### config.mk
export PLATFORM = sky130hd
export DESIGN_NAME = axi_rd_engine
export DESIGN_NICKNAME = d
export VERILOG_FILES = /design/src/rtl/axi_rd_pkg.sv /design/src/rtl/rd_beat_fifo.sv /design/src/rtl/axi_rd_engine.sv
export SDC_FILE = /design/constraint.sdc
export NUM_CORES = 1
export LEC_CHECK = 0
export BUFFER_PORTS_ARGS = -buffer_cell sky130_fd_sc_hd__buf_2
export CAP_MARGIN = 40
export CELL_PAD_IN_SITES_DETAIL_PLACEMENT = 1
export CELL_PAD_IN_SITES_GLOBAL_PLACEMENT = 1
export CORE_MARGIN = 5
export CORE_UTILIZATION = 44
export CTS_BUF_LIST = sky130_fd_sc_hd__clkbuf_8
export DETAILED_ROUTE_END_ITERATION = 16
export PLACE_DENSITY = 0.84
export RECOVER_POWER = 25
export SYNTH_ARGS = -nofsm -noshare
export SYNTH_HDL_FRONTEND = slang
export SYNTH_SLANG_ARGS = --single-unit
### constraint.sdc
create_clock -name clk -period 6.63 [get_ports clk]
set_input_delay 0.663 -clock clk [delete_from_list [all_inputs] [get_ports clk]]
set_output_delay 0.663 -clock clk [all_outputs]
set_load 0.01 [all_outputs]
### src/rtl/axi_rd_pkg.sv
// Shared encodings, sizes and types for the AXI-style 2D read engine.
package axi_rd_pkg;

    localparam int unsigned ADDR_W    = 10;
    localparam int unsigned DATA_W    = 64;
    localparam int unsigned BUF_DEPTH = 2;
    localparam int unsigned BEAT_W    = DATA_W + 3;

    localparam logic [1:0] BURST_FIXED = 2'b00;
    localparam logic [1:0] BURST_INCR  = 2'b01;
    localparam logic [1:0] RESP_OKAY   = 2'b00;
    localparam logic [1:0] RESP_SLVERR = 2'b10;
    localparam logic [2:0] SIZE_64     = 3'd3;

    typedef enum logic [1:0] {
        ST_IDLE,
        ST_ISSUE,
        ST_DRAIN
    } rd_state_e;

    typedef struct packed {
        logic [DATA_W-1:0] data;
        logic [1:0]        resp;
        logic              last;
    } beat_t;

    function automatic logic is_err_req(input logic [2:0] size, input logic [1:0] burst);
        return ((burst != BURST_FIXED) && (burst != BURST_INCR)) || (size != SIZE_64);
    endfunction

endpackage

### src/rtl/rd_beat_fifo.sv
// Two-entry FIFO for read beats (data, resp, last); push and pop may coincide.
module rd_beat_fifo
    import axi_rd_pkg::*;
(
    input  logic              clk,
    input  logic              rst,
    input  logic              push,
    input  logic [BEAT_W-1:0] push_data,
    input  logic              pop,
    output logic [BEAT_W-1:0] head,
    output logic              full,
    output logic              empty
);

    logic [BEAT_W-1:0] mem_q [BUF_DEPTH];
    logic [BEAT_W-1:0] mem_d [BUF_DEPTH];
    logic              wr_ptr_q, wr_ptr_d;
    logic              rd_ptr_q, rd_ptr_d;
    logic [1:0]        count_q, count_d;
    logic              do_push, do_pop;

    always_comb begin
        mem_d    = mem_q;
        wr_ptr_d = wr_ptr_q;
        rd_ptr_d = rd_ptr_q;
        do_pop   = pop && (count_q != 2'd0);
        // A pop in the same cycle frees the slot the push lands in.
        do_push  = push && ((count_q != 2'(BUF_DEPTH)) || do_pop);
        if (do_push) begin
            mem_d[wr_ptr_q] = push_data;
            wr_ptr_d        = ~wr_ptr_q;
        end
        if (do_pop) begin
            rd_ptr_d = ~rd_ptr_q;
        end
        count_d = count_q + 2'(do_push) - 2'(do_pop);
    end

    always_ff @(posedge clk) begin
        if (rst) begin
            for (int unsigned i = 0; i < BUF_DEPTH; i++) begin
                mem_q[i] <= '0;
            end
            wr_ptr_q <= 1'b0;
            rd_ptr_q <= 1'b0;
            count_q  <= 2'd0;
        end else begin
            mem_q    <= mem_d;
            wr_ptr_q <= wr_ptr_d;
            rd_ptr_q <= rd_ptr_d;
            count_q  <= count_d;
        end
    end

    always_comb begin
        head  = mem_q[rd_ptr_q];
        full  = (count_q == 2'(BUF_DEPTH));
        empty = (count_q == 2'd0);
    end

endmodule

### src/rtl/axi_rd_engine.sv
// 2D strided read engine: accepts one request, issues rows x beats memory reads
// under a 2-credit rule and returns beats through a 2-entry buffer.
module axi_rd_engine
    import axi_rd_pkg::*;
(
    input  logic        clk,
    input  logic        rst,
    input  logic [7:0]  lsu_axi_arid,
    input  logic [9:0]  lsu_axi_araddr,
    input  logic [7:0]  lsu_axi_arlen,
    input  logic [2:0]  lsu_axi_arsize,
    input  logic [1:0]  lsu_axi_arburst,
    input  logic [2:0]  lsu_axi_arstr,
    input  logic [7:0]  lsu_axi_arnum,
    input  logic        lsu_axi_arvld,
    output logic        axi_lsu_arrdy,
    output logic [7:0]  axi_lsu_rid,
    output logic [63:0] axi_lsu_rdata,
    output logic [1:0]  axi_lsu_rresp,
    output logic        axi_lsu_rlast,
    output logic        axi_lsu_rvld,
    input  logic        lsu_axi_rrdy,
    output logic        mem_rd_en,
    output logic [9:0]  mem_rd_addr,
    input  logic [63:0] mem_rd_data
);

    rd_state_e         state_q, state_d;
    logic [7:0]        arid_q, arid_d;
    logic [7:0]        arlen_q, arlen_d;
    logic [2:0]        arstr_q, arstr_d;
    logic [1:0]        burst_q, burst_d;
    logic              err_q, err_d;
    logic [7:0]        beat_q, beat_d;
    logic [ADDR_W-1:0] row_base_q, row_base_d;
    logic [16:0]       left_q, left_d;
    logic              infl_q, infl_d;
    logic              infl_err_q, infl_err_d;
    logic              infl_last_q, infl_last_d;

    logic              accept, issue, pop, last_issue;
    logic [2:0]        occ, used;
    logic [ADDR_W-1:0] beat_addr;
    logic [16:0]       total;
    beat_t             push_beat, head_beat;
    logic              fifo_full, fifo_empty;

    always_comb begin
        state_d     = state_q;
        arid_d      = arid_q;
        arlen_d     = arlen_q;
        arstr_d     = arstr_q;
        burst_d     = burst_q;
        err_d       = err_q;
        beat_d      = beat_q;
        row_base_d  = row_base_q;
        left_d      = left_q;

        accept     = lsu_axi_arvld && (state_q == ST_IDLE);
        pop        = !fifo_empty && lsu_axi_rrdy;
        occ        = fifo_full ? 3'd2 : (fifo_empty ? 3'd0 : 3'd1);
        // Credit counts a beat leaving this cycle, keeping 1 beat/cycle sustainable.
        used       = occ + 3'(infl_q) - 3'(pop);
        issue      = (state_q == ST_ISSUE) && (used < 3'd2) && !rst;
        last_issue = (left_q == 17'd0);
        beat_addr  = row_base_q + ((burst_q == BURST_INCR) ? ADDR_W'(beat_q) : '0);
        total      = (17'(lsu_axi_arnum) + 17'd1) * (17'(lsu_axi_arlen) + 17'd1);

        infl_d      = issue;
        infl_err_d  = err_q;
        infl_last_d = last_issue;

        unique case (state_q)
            ST_IDLE: begin
                if (accept) begin
                    state_d    = ST_ISSUE;
                    arid_d     = lsu_axi_arid;
                    arlen_d    = lsu_axi_arlen;
                    arstr_d    = lsu_axi_arstr;
                    burst_d    = lsu_axi_arburst;
                    err_d      = is_err_req(lsu_axi_arsize, lsu_axi_arburst);
                    beat_d     = 8'd0;
                    row_base_d = lsu_axi_araddr;
                    left_d     = total - 17'd1;
                end
            end
            ST_ISSUE: begin
                if (issue) begin
                    left_d = left_q - 17'd1;
                    if (beat_q == arlen_q) begin
                        beat_d     = 8'd0;
                        row_base_d = row_base_q + (ADDR_W'(1) << arstr_q);
                    end else begin
                        beat_d = beat_q + 8'd1;
                    end
                    if (last_issue) begin
                        state_d = ST_DRAIN;
                    end
                end
            end
            ST_DRAIN: begin
                if (pop && head_beat.last) begin
                    state_d = ST_IDLE;
                end
            end
            default: state_d = ST_IDLE;
        endcase

        push_beat.data = infl_err_q ? '0 : mem_rd_data;
        push_beat.resp = infl_err_q ? RESP_SLVERR : RESP_OKAY;
        push_beat.last = infl_last_q;
    end

    always_ff @(posedge clk) begin
        if (rst) begin
            state_q     <= ST_IDLE;
            arid_q      <= '0;
            arlen_q     <= '0;
            arstr_q     <= '0;
            burst_q     <= '0;
            err_q       <= 1'b0;
            beat_q      <= '0;
            row_base_q  <= '0;
            left_q      <= '0;
            infl_q      <= 1'b0;
            infl_err_q  <= 1'b0;
            infl_last_q <= 1'b0;
        end else begin
            state_q     <= state_d;
            arid_q      <= arid_d;
            arlen_q     <= arlen_d;
            arstr_q     <= arstr_d;
            burst_q     <= burst_d;
            err_q       <= err_d;
            beat_q      <= beat_d;
            row_base_q  <= row_base_d;
            left_q      <= left_d;
            infl_q      <= infl_d;
            infl_err_q  <= infl_err_d;
            infl_last_q <= infl_last_d;
        end
    end

    rd_beat_fifo u_fifo (
        .clk       (clk),
        .rst       (rst),
        .push      (infl_q),
        .push_data (push_beat),
        .pop       (pop),
        .head      (head_beat),
        .full      (fifo_full),
        .empty     (fifo_empty)
    );

    always_comb begin
        axi_lsu_arrdy = (state_q == ST_IDLE);
        axi_lsu_rvld  = !fifo_empty;
        axi_lsu_rid   = arid_q;
        axi_lsu_rdata = fifo_empty ? '0 : head_beat.data;
        axi_lsu_rresp = fifo_empty ? RESP_OKAY : head_beat.resp;
        axi_lsu_rlast = !fifo_empty && head_beat.last;
        mem_rd_en     = issue && !err_q;
        mem_rd_addr   = mem_rd_en ? beat_addr : '0;
    end

endmodule

==> results of run 1 <==
[placed cells by master, fill, tap and decap left out, drive strengths merged, types with 9 or more instances in the layout]
cell / n
ha: 71
dfxtp: 198
nor3: 16
inv: 92
fa: 55
nand3: 21
clkbuf: 31
and2: 16
o21ai: 36
a21oi: 193
mux2i: 69
buf: 206
nor2: 142
nand2: 380
nor2b: 74
a21o: 9
xor2: 22
nand2b: 24
a211oi: 15
xnor2: 36
[layer usage]
layer  vias up  GRT usage  routed length, µm
met1      5862     0.2816              16960
met2       228     0.4171              19060
met3        43    0.03137               1367
li1       5770          -                  -
met4         0    0.06214                663
met5         -          0                  0
[how the worst max path moves through the flow]
stage | depth (start not counted) | to | slack [ps] | from
floorplan | 19 | left_q[14] | 790 | lsu_axi_arnum[0]
global placement | 19 | left_q[14] | 370 | lsu_axi_arnum[0]
detailed placement | 19 | left_q[14] | 140 | lsu_axi_arnum[0]
CTS | 20 | left_q[14] | 670 | lsu_axi_arlen[0]
global route | 20 | left_q[14] | 220 | lsu_axi_arlen[0]
finish | 19 | left_q[14] | 610 | lsu_axi_arlen[0]
[state kept, by name, summed over array words and instances, names as in the netlist, 2 cells and up]
| signal | cells |
|---|---|
| u_fifo.mem_q | 132 |
| left_q | 17 |
| row_base_q | 10 |
| arlen_q | 8 |
| axi_lsu_rid | 8 |
| beat_q | 8 |
| arstr_q | 3 |
| burst_q | 2 |
| state_q | 2 |
| u_fifo.count_q | 2 |
[stage by stage]
step | instance area, µm² | utilization
finish | 14580 | 0.5067
global route | 14580 | 0.5067
CTS | 14650 | 0.5090
detailed placement | 14250 | 0.4953
global placement | 14170 | 0.4925
floorplan | 12890 | -
[area by class of cell]
cell class | count | share of cell area
clock buffer | 17 | 0.01604
clock inverter | 15 | 0.01098
inverter | 86 | 0.02213
multi-input combinational | 1283 | 0.5660
sequential | 198 | 0.2721
tap | 384 | 0.03294
timing repair buffer | 220 | 0.07979
[tightest hold or removal path: stages]
cell and delay [ps]:
buf_2 100, nand2_1 40, a21oi_1 50
[cells by family after synthesis]
kind of cell    share of synthesized area
buf+inv                           0.05367
flops                              0.3075
simple gates                       0.2480
fa+ha+maj                          0.1543
compound gates                     0.1416
other cells                     0.0002909
mux                               0.05357
xor+xnor                          0.04115
[power breakdown]
part,total (mW),switching (mW),internal (mW)
Clock,0.777,0.495,0.282
Combinational,2.59,1.55,1.04
Sequential,1.44,0.129,1.31
[synthesized netlist by cell type (9+ instances only)]
master,number
dfxtp_1,198
a211oi_1,15
nand2b_1,24
inv_1,86
nor2_1,142
o21ai_0,35
ha_1,71
xor2_1,22
xnor2_1,36
mux2i_1,69
nand2_1,380
buf_1,15
a21o_1,9
nand3_1,21
nor3_1,15
nor2b_1,74
a21oi_1,191
fa_1,55
clkbuf_1,80
and2_1,16
==> results.md, run 1 <==
- Worst slew pin tran: 3144 ps
- Placed Cells: 2,171
- Number of DRC markers in iteration 0: around 670
- Post-DP HPWL: around 27,000 µm
- Cts repair resizes: 0
- Max incr delay on CP: ~640 ps
- GRT Total Usage: 0.2285
- Reg-to-reg critical path endpoint: u_fifo.mem_q[8]
- Synth cell types: 67
- Initial antenna violation count: 0
- Max_cap viols: 2
- # hold bufs at CTS: 0
- Status: complete, but fails checks
- Max Fclk: 0.1661 GHz
- Num CTS Buffers: 17
- Buf/Inv on CP: 3
- Startpoint Class: input port
- Unrepaired setup endpoints after global routing: no
- Drt drc: 0
- Critical path arrival: 6350 ps
- Fin. Hold Viols: 0
- Clock skew: 20.83 ps
- Final worst path period share: 0.9083
- Antenna Nets Post-Route: 0
- Largest cells by area after synthesis: dfxtp_1 (31%), nand2_1 (11%), fa_1 (8.5%)
- Multi-input logic area: 0.008254 mm²
- Ys Warns: 0
- CP endpoint kind: register
- Filler Cell Count: ~3.7k
- FF-to-FF Start: u_fifo.count_q[1]
- Wire per inst: 17.27 µm
- Period minus WS final: approximately 6000 ps
- Die Ht: between 150 and 200 µm
- Worst path slowest cell: xnor2_1
- Final net count: about 2k
- Largest net degree at the start of global routing: 100
- Pleak: 6.087 nW
- Cell accounting for the most synthesized area: dfxtp_1
- Core area: 0.02878 mm²
- Final setup viols: 0
- Sequential-to-total area share from yosys stat: 0.3075
- Synth Flop Type: dfxtp_1
- Layout cell share with drive strength beyond 1: 0.1429
- R2r worst-path depth: 6
- Hold Path Class: input port to register
- Data required, critical path: 6950 ps
- Post-synthesis instance total: around 1.7k
- Cell family with most CP delay: adder cells
- Failing checks: max-capacitance violations, max-slew violations
- Reg area: between 0.003 and 0.004 mm²
- Post-Syn Area: 0.01289 mm²
- Clk_lat worst skew: between 400 and 500 ps
- Area grow syn2layout: 13.12%
- Buffers on Ports: ~200
- Avg Inst Size Synth: a little under 8 µm²
- Via density per instance: approximately 5.4
- Total Wirelength: 38,050 µm
- Slew headroom: -1.096
- Maximum VDD drop: ~0.00021 V
- Max FO, Critical Path: 13
- Cells along the critical path: buf_2 > ha_1 > nand2_1 > nor2_1 > xnor2_1 > nor2b_1 > fa_1 > ha_1 > fa_1 > fa_1 > inv_1 > fa_1 > inv_1 > ha_1 > a211oi_1 > a21boi_0 > o311ai_0 > xnor2_1 > o22ai_1
- Slew Viols, Final: ~140
- Total die area: around 0.033 mm²
- Dpl ws: ~140 ps
- Setup repair bufs after CTS: 0
- Routed via count: roughly 12k
- Clk sinks: approximately 200
- ANT cells: 0
- # H-tree levels: 4
- Fin Setup TNS: 0 ps
- Initial core utilization: 0.4480
- Grt ovf: 0
- Share of the synthesized area in the top cell type: 0.3075
- Total I/O pin count: a little under 200
- Total power: 4.798 mW
- CTS clk-pin slew, worst paths: about 110 ps
- Most used cell along the critical path: fa_1
- Vias in the first global route: about 13k
- Crit Path Class: input port to register
- Hold Path Sink: axi_lsu_rid[4]
- CTS tree: yes
- Hold Slack: between 400 and 500 ps
- Post-route setup slack: between 600 and 700 ps
- Pwr Density: between 300 and 400 mW/mm²
- EDFF count, synth: 0
- Hold-critical path depth: 3
- First-pass GRT wire length: about 63,000 µm
- Routability cong.: 0.8615
- Worst-case clock buffer depth: 2
- Syn_nets: around 1.9k
- Reg2reg setup slack: between 3000 and 4000 ps
- Die W: between 150 and 200 µm
- FP Rows: 62
- Synthesized flop and latch total: approximately 200
- Post-route insts no fill: ~2.2k
- DRT Pass-1 Iters: 5
- Asr flop ratio synth: 0
- Clock root cell: clkbuf_8
- Hold Startpoint: lsu_axi_arid[4]
Note: power is estimated with default switching activity, not from simulation.
==> inputs of run 2 (changes only) <==
ABC_AREA = 1   (was default)
CORE_UTILIZATION = 42   (was 44)
PLACE_DENSITY = 0.83   (was 0.84)
==> results.md, run 2 <==
- Status: complete, but fails checks
- Post-route setup slack: 788.7 ps (+181.0 ps)
- Cts repair resizes: 0 (unchanged)
- Number of DRC markers in iteration 0: 574 (-14%)
- Routability cong.: 0.8866 (+2.9%)
- Routed via count: 12.86k (+8.1%)
- Total I/O pin count: 198 (unchanged)
- Synthesized flop and latch total: 198 (unchanged)
- Setup repair bufs after CTS: 0 (unchanged)
- Fin. Hold Viols: 0 (unchanged)
- Post-DP HPWL: 30,100 µm (+10%)
- First-pass GRT wire length: 66,040 µm (+5.2%)
- ANT cells: 0 (unchanged)
- Hold Slack: 370.6 ps (-38.84 ps)
- Max FO, Critical Path: 8 (-5)
- Initial antenna violation count: 1 (+1)
- FP Rows: 64 (+3.2%)
- Dpl ws: 348.1 ps (+205.7 ps)
- Pleak: 7.017 nW (+15%)
- Worst-case clock buffer depth: 2 (unchanged)
- # H-tree levels: 4 (unchanged)
- Clock share of power: 0.153 (-0.009)
- Max_cap viols: 2 (unchanged)
- Core area: 0.03059 mm² (+6.3%)
- Wire per inst: 16.54 µm (-4.2%)
- Cell-internal power: 2.596 mW (-1.3%)
- Filler Cell Count: 4,112 (+11%)
- Initial core utilization: 0.4253 (-0.02265)
- Clock skew: 25.29 ps (+4.466 ps)
- Die Ht: 186 µm (+2.7%)
- Data required, critical path: 6890 ps (-60 ps)
- Total die area: 0.03460 mm² (+5.4%)
- Worst path slowest cell: fa_1
- Pwr Density: 346.1 mW/mm² (+5.2%)
- Final net count: 2,284 (+12%)
- Comb pwr share: 0.565 (+0.026)
- Antenna Nets Post-Route: 0 (unchanged)
- CP endpoint kind: register
- Post-Syn Area: 0.01301 mm² (+0.91%)
- Most common cell after layout, fill and taps aside: nand2_1
- Max Fclk: 0.1712 GHz (+3.1%)
- Post-synth top cells: nand2_1 (303), inv_1 (294), a21oi_1 (256)
- Startpoint Class: input port
- Critical path arrival: 6100 ps (-250 ps)
- Synth Flop Type: dfxtp_1
- Top reg by flops: u_fifo.mem_q
- EDFF count, synth: 0 (unchanged)
- Drt drc: 0 (unchanged)
- Slew Viols, Final: 84 (-39%)
- Area grow syn2layout: 12.62%
- Max FFs per register: 132 (unchanged)
- Buffers on Ports: 196 (unchanged)
- Grt ovf: 0 (unchanged)
- Largest net degree at the start of global routing: 90 (-10%)
- Vias in the first global route: 13.33k (+4.6%)
- Clock root cell: clkbuf_8
- Cell accounting for the most synthesized area: dfxtp_1
- Post-synthesis instance total: 1,909 (+15%)
- Period minus WS final: 5841 ps (-181.0 ps)
- Final setup viols: 0 (unchanged)
- Most frequent cells in the layout: nand2_1 (302), inv_1 (294), a21oi_1 (256)
- Slew headroom: -0.6812 (+0.4150)
- Hold Path Class: input port to register
- Clk sinks: 198 (unchanged)
- Placed Cells: 2,425 (+12%)
- Asr flop ratio synth: 0 (unchanged)
- GRT Total Usage: 0.2329 (+0.004430)
- # hold bufs at CTS: 0 (unchanged)
- Top flop regs: u_fifo.mem_q (132), left_q (17), row_base_q (10)
- Reg power frac: 0.282 (-0.017)
- Sequential-to-total area share from yosys stat: 0.3047 (-0.002779)
- Sw Ratio: 0.4881 (+0.03610)
- Fin Setup TNS: 0 ps (unchanged)
- Synth cell types: 41 (-39%)
- Layout cell share with drive strength beyond 1: 0.1248 (-0.01818)
- P_sw: 2.475 mW (+14%)
- Total Wirelength: 40,630 µm (+6.8%)
- Ys Warns: 0 (unchanged)
- Failing checks: max-capacitance violations, max-slew violations
- Num CTS Buffers: 17 (unchanged)
- DRT Pass-1 Iters: 5 (unchanged)
- Avg Inst Size Synth: 6.815 µm² (-12%)
- Worst slew pin tran: 2522 ps (-622.5 ps)
- Clk_lat worst skew: 480 ps (about the same)
- CTS clk-pin slew, worst paths: 120 ps (about the same)
- Final worst path period share: 0.8810 (-0.02730)
- Count leader, synth: nand2_1
- Syn_nets: 2,145 (+13%)
- Crit Path Class: input port to register
- Share of the synthesized area in the top cell type: 0.3047 (-0.002779)
- Largest cells by area after synthesis: dfxtp_1 (30%), a21oi_1 (9.8%), o21ai_0 (9.0%)
- Via density per instance: 5.237 (-3.1%)
- CTS tree: yes
- Unrepaired setup endpoints after global routing: no
- Most used cell along the critical path: nand2_1
- Post-route insts no fill: 2,456 (+11%)
- Die W: 186 µm (+2.7%)
- Max incr delay on CP: 560 ps (-80 ps)
- Maximum VDD drop: 0.0003100 V (+46%)
==> run 2: changes by cell type after synthesis, sizes merged, moves of 27 or more <==
cell,delta
nor2,+89
inv,+214
a21oi,+63
xnor2,-27
nand3,+33
o21ai,+207
nor2b,-74
mux2i,-68
nand2,-75
==> run 2: worst max-delay path: cells and delay by family <==
family          cells  cell delay [ps]
buf+inv             7              670
compound gates      3              420
simple gates       11             1240
fa+ha+maj           7             3110
==> run 2: stage by stage <==
step / util / cell area, µm² / power (mW)
global route: 0.4790 / 14650 / 5.573
global placement: 0.4639 / 14190 / 4.204
finish: 0.4790 / 14650 / 5.070
CTS: 0.4800 / 14680 / 5.122
detailed placement: 0.4675 / 14300 / 4.331
floorplan: - / 13010 / 3.490
==> run 2: path summary, 6_finish.rpt <==
check | to | slack (ps) | from | cells past startpoint
setup / recovery | left_q[16] | 790 | lsu_axi_arnum[0] | 28
hold / removal | err_q | 370 | lsu_axi_arsize[0] | 2
setup reg to reg | beat_q[5] | 2820 | state_q[0] | 11
hold reg to reg | u_fifo.mem_q[91] | 460 | u_fifo.mem_q[91] | 2
==> run 2: cell families after synthesis <==
family / count (synthesis) / share of synthesized area
xor+xnor: 29 / 0.01952
fa+ha+maj: 126 / 0.1529
buf+inv: 396 / 0.1176
flops: 198 / 0.3047
mux: 1 / 0.0007694
simple gates: 635 / 0.1985
compound gates: 523 / 0.2057
other cells: 1 / 0.0002882
==> run 2: power by group through the flow <==
stage	Clock [mW]	Sequential (mW)	Combinational, mW
2_1_floorplan	0	1.42	2.07
3_3_place_gp	0	1.45	2.76
3_5_place_dp	0	1.45	2.88
4_1_cts	0.802	1.43	2.89
5_1_grt	0.850	1.45	3.28
6_report	0.777	1.43	2.86
==> run 2: area by class of cell <==
| class | count | area, µm² | area share |
|---|---|---|---|
| flip-flops and latches | 198 | 3965 | 0.2706 |
| multi-input cells | 1315 | 7523 | 0.5135 |
| clock inverters | 14 | 147.6 | 0.01008 |
| clock buffers | 17 | 234.0 | 0.01597 |
| inverters | 304 | 1142 | 0.07797 |
| repair buffers | 212 | 1144 | 0.07805 |
| well taps | 396 | 495.5 | 0.03382 |
==> run 2: per-layer routing <==
| layer | vias up | share of wire | GRT usage |
|---|---|---|---|
| li1 | 6368 | - | - |
| met1 | 6238 | 0.45 | 0.2940 |
| met2 | 212 | 0.50 | 0.4234 |
| met3 | 43 | 0.036 | 0.03283 |
| met4 | 2 | 0.014 | 0.04926 |
| met5 | - | 0.00030 | 0 |
==> inputs of run 3 (changes only) <==
CORE_MARGIN = 2   (was 5)
==> results.md, run 3 (synthesis gave the netlist of run 2 again) <==
- Most frequent cells in the layout: nand2_1 (302), inv_1 (295), a21oi_1 (256)
- Max incr delay on CP: 570 ps (about the same)
- Most common cell after layout, fill and taps aside: nand2_1
- Antenna Nets Post-Route: 0 (unchanged)
- CP endpoint kind: register
- Clk sinks: 198 (unchanged)
- Max Fclk: 0.1717 GHz (+0.31%)
- CTS tree: yes
- Clk_lat worst skew: 490 ps (about the same)
- Slew Viols, Final: 89 (+6.0%)
- Hold-critical path depth: 2 (unchanged)
- Buf/Inv on CP: 7 (unchanged)
- Largest net degree at the start of global routing: 91 (+1.1%)
- Worst path slowest cell: fa_1
- Pwr Density: 348.9 mW/mm² (+0.83%)
- Top flop regs: u_fifo.mem_q (132), left_q (17), row_base_q (10)
- Total power: 5.121 mW (+1.0%)
- Top reg by flops: u_fifo.mem_q
- Placed Cells: 2,425 (unchanged)
- Initial antenna violation count: 2 (+1)
- Data required, critical path: 6900 ps (about the same)
- Unrepaired setup endpoints after global routing: no
- Critical path arrival: 6100 ps (about the same)
- Final Instance Area: 0.01468 mm² (+0.17%)
- # hold bufs at CTS: 0 (unchanged)
- Drt drc: 0 (unchanged)
- Final setup viols: 0 (unchanged)
- Vias in the first global route: 13.61k (+2.1%)
- Worst slew pin tran: 2583 ps (+61.09 ps)
- Reg2reg setup slack: 2870 ps (+50 ps)
- Routability cong.: 0.9289 (+4.8%)
- Fin Setup TNS: 0 ps (unchanged)
- Total Wirelength: 40,620 µm (about the same)
- Crit Path Class: input port to register
- Startpoint Class: input port
- Area post-placement: 0.01431 mm² (about the same)
- Grt ovf: 0 (unchanged)
- Pleak: 7.026 nW (+0.13%)
- GRT Total Usage: 0.2500 (+0.01712)
- DRT Pass-1 Iters: 6 (+1)
- Die W: 180 µm (-3.2%)
- Max FO, Critical Path: 8 (unchanged)
- Total die area: 0.03240 mm² (-6.3%)
- CP Depth: 28 (unchanged)
- Period minus WS final: 5823 ps (-17.94 ps)
- Final net count: 2,284 (unchanged)
- Cts repair resizes: 0 (unchanged)
- Post-layout util: 0.4811 (+0.002077)
- Cell family with most CP delay: adder cells
- Hold Path Class: input port to register
- Area grow syn2layout: 12.81%
- Number of DRC markers in iteration 0: 618 (+7.7%)
- Reg-to-reg critical path endpoint: beat_q[5]
- FF-to-FF Start: state_q[0]
- Initial core utilization: 0.4264 (+0.001116)
- # H-tree levels: 4 (unchanged)
- Routed via count: 12.96k (+0.72%)
- Post-route insts no fill: 2,459 (+0.12%)
- Post-DP HPWL: 29,850 µm (-0.84%)
- Hold Slack: 388.5 ps (+17.91 ps)
- CTS clk-pin slew, worst paths: 120 ps (about the same)
- First-pass GRT wire length: 67,070 µm (+1.6%)
- Layout cell share with drive strength beyond 1: 0.1242 (-0.0005457)
- Max_cap viols: 2 (unchanged)
- Most used cell along the critical path: nand2_1
- Fin. Hold Viols: 0 (unchanged)
- Filler Cell Count: 4,080 (-0.78%)
- Via density per instance: 5.269 (+0.60%)
- Hold Path Sink: err_q
- Core area: 0.03051 mm² (-0.26%)
- R2r worst-path depth: 11 (unchanged)
- Total I/O pin count: 198 (unchanged)
- Hold Startpoint: lsu_axi_arsize[0]
- Clock root cell: clkbuf_8
- FP Rows: 64 (unchanged)
- Failing checks: max-capacitance violations, max-slew violations
- Maximum VDD drop: 0.0002991 V (-3.5%)
- Slew headroom: -0.7220 (-0.04072)
- Dpl ws: 381.5 ps (+33.42 ps)
- Wire per inst: 16.52 µm (-0.14%)
- Setup repair bufs after CTS: 0 (unchanged)
- Buffers on Ports: 196 (unchanged)
- Clock skew: 18.49 ps (-6.806 ps)
- Status: complete, but fails checks
- Final worst path period share: 0.8783 (-0.002706)
- Die Ht: 180 µm (-3.2%)
- Worst-case clock buffer depth: 2 (unchanged)
- Max FFs per register: 132 (unchanged)
- Num CTS Buffers: 17 (unchanged)
- Post-route setup slack: 806.7 ps (+17.94 ps)
run 3: changes by cell type in the layout (fill, tap and decap cells not counted), sizes merged:
cell      previous run  this run
diode                0         2
buf                202       200
inv                305       307
clkinvlp             1         2
clkbuf              27        31
bufinv               0         1
clkinv              12         7
run 3: layout make-up:
| type | count | area (µm²) | share of cell area |
|---|---|---|---|
| antenna | 2 | 5.005 | 0.0003410 |
| inverter | 304 | 1142 | 0.07783 |
| clock buffer | 19 | 261.5 | 0.01782 |
| timing repair buffer | 212 | 1147 | 0.07818 |
| tap | 396 | 495.5 | 0.03376 |
| sequential | 198 | 3969 | 0.2704 |
| multi-input combinational | 1315 | 7518 | 0.5123 |
| clock inverter | 13 | 137.6 | 0.009378 |
run 3: report_power, final:
part	switching, mW	internal, mW	leakage, nW
clock network	0.490	0.331	0.206
logic	1.88	0.993	5.21
registers	0.103	1.33	1.61
run 3: per-layer routing:
metal  GRT usage  share of wire
met5           0              0
met4     0.07317          0.016
met3     0.03323          0.035
met2      0.4539           0.50
met1      0.3075           0.44
run 3: worst max path at each step:
stage                     startpoint                to
finish              lsu_axi_arnum[0]        left_q[16]
global route                     rst  u_fifo.mem_q[75]
CTS                 lsu_axi_arnum[0]        left_q[11]
detailed placement  lsu_axi_arnum[0]        left_q[11]
global placement    lsu_axi_arnum[0]        left_q[11]
floorplan           lsu_axi_arnum[0]        left_q[11]
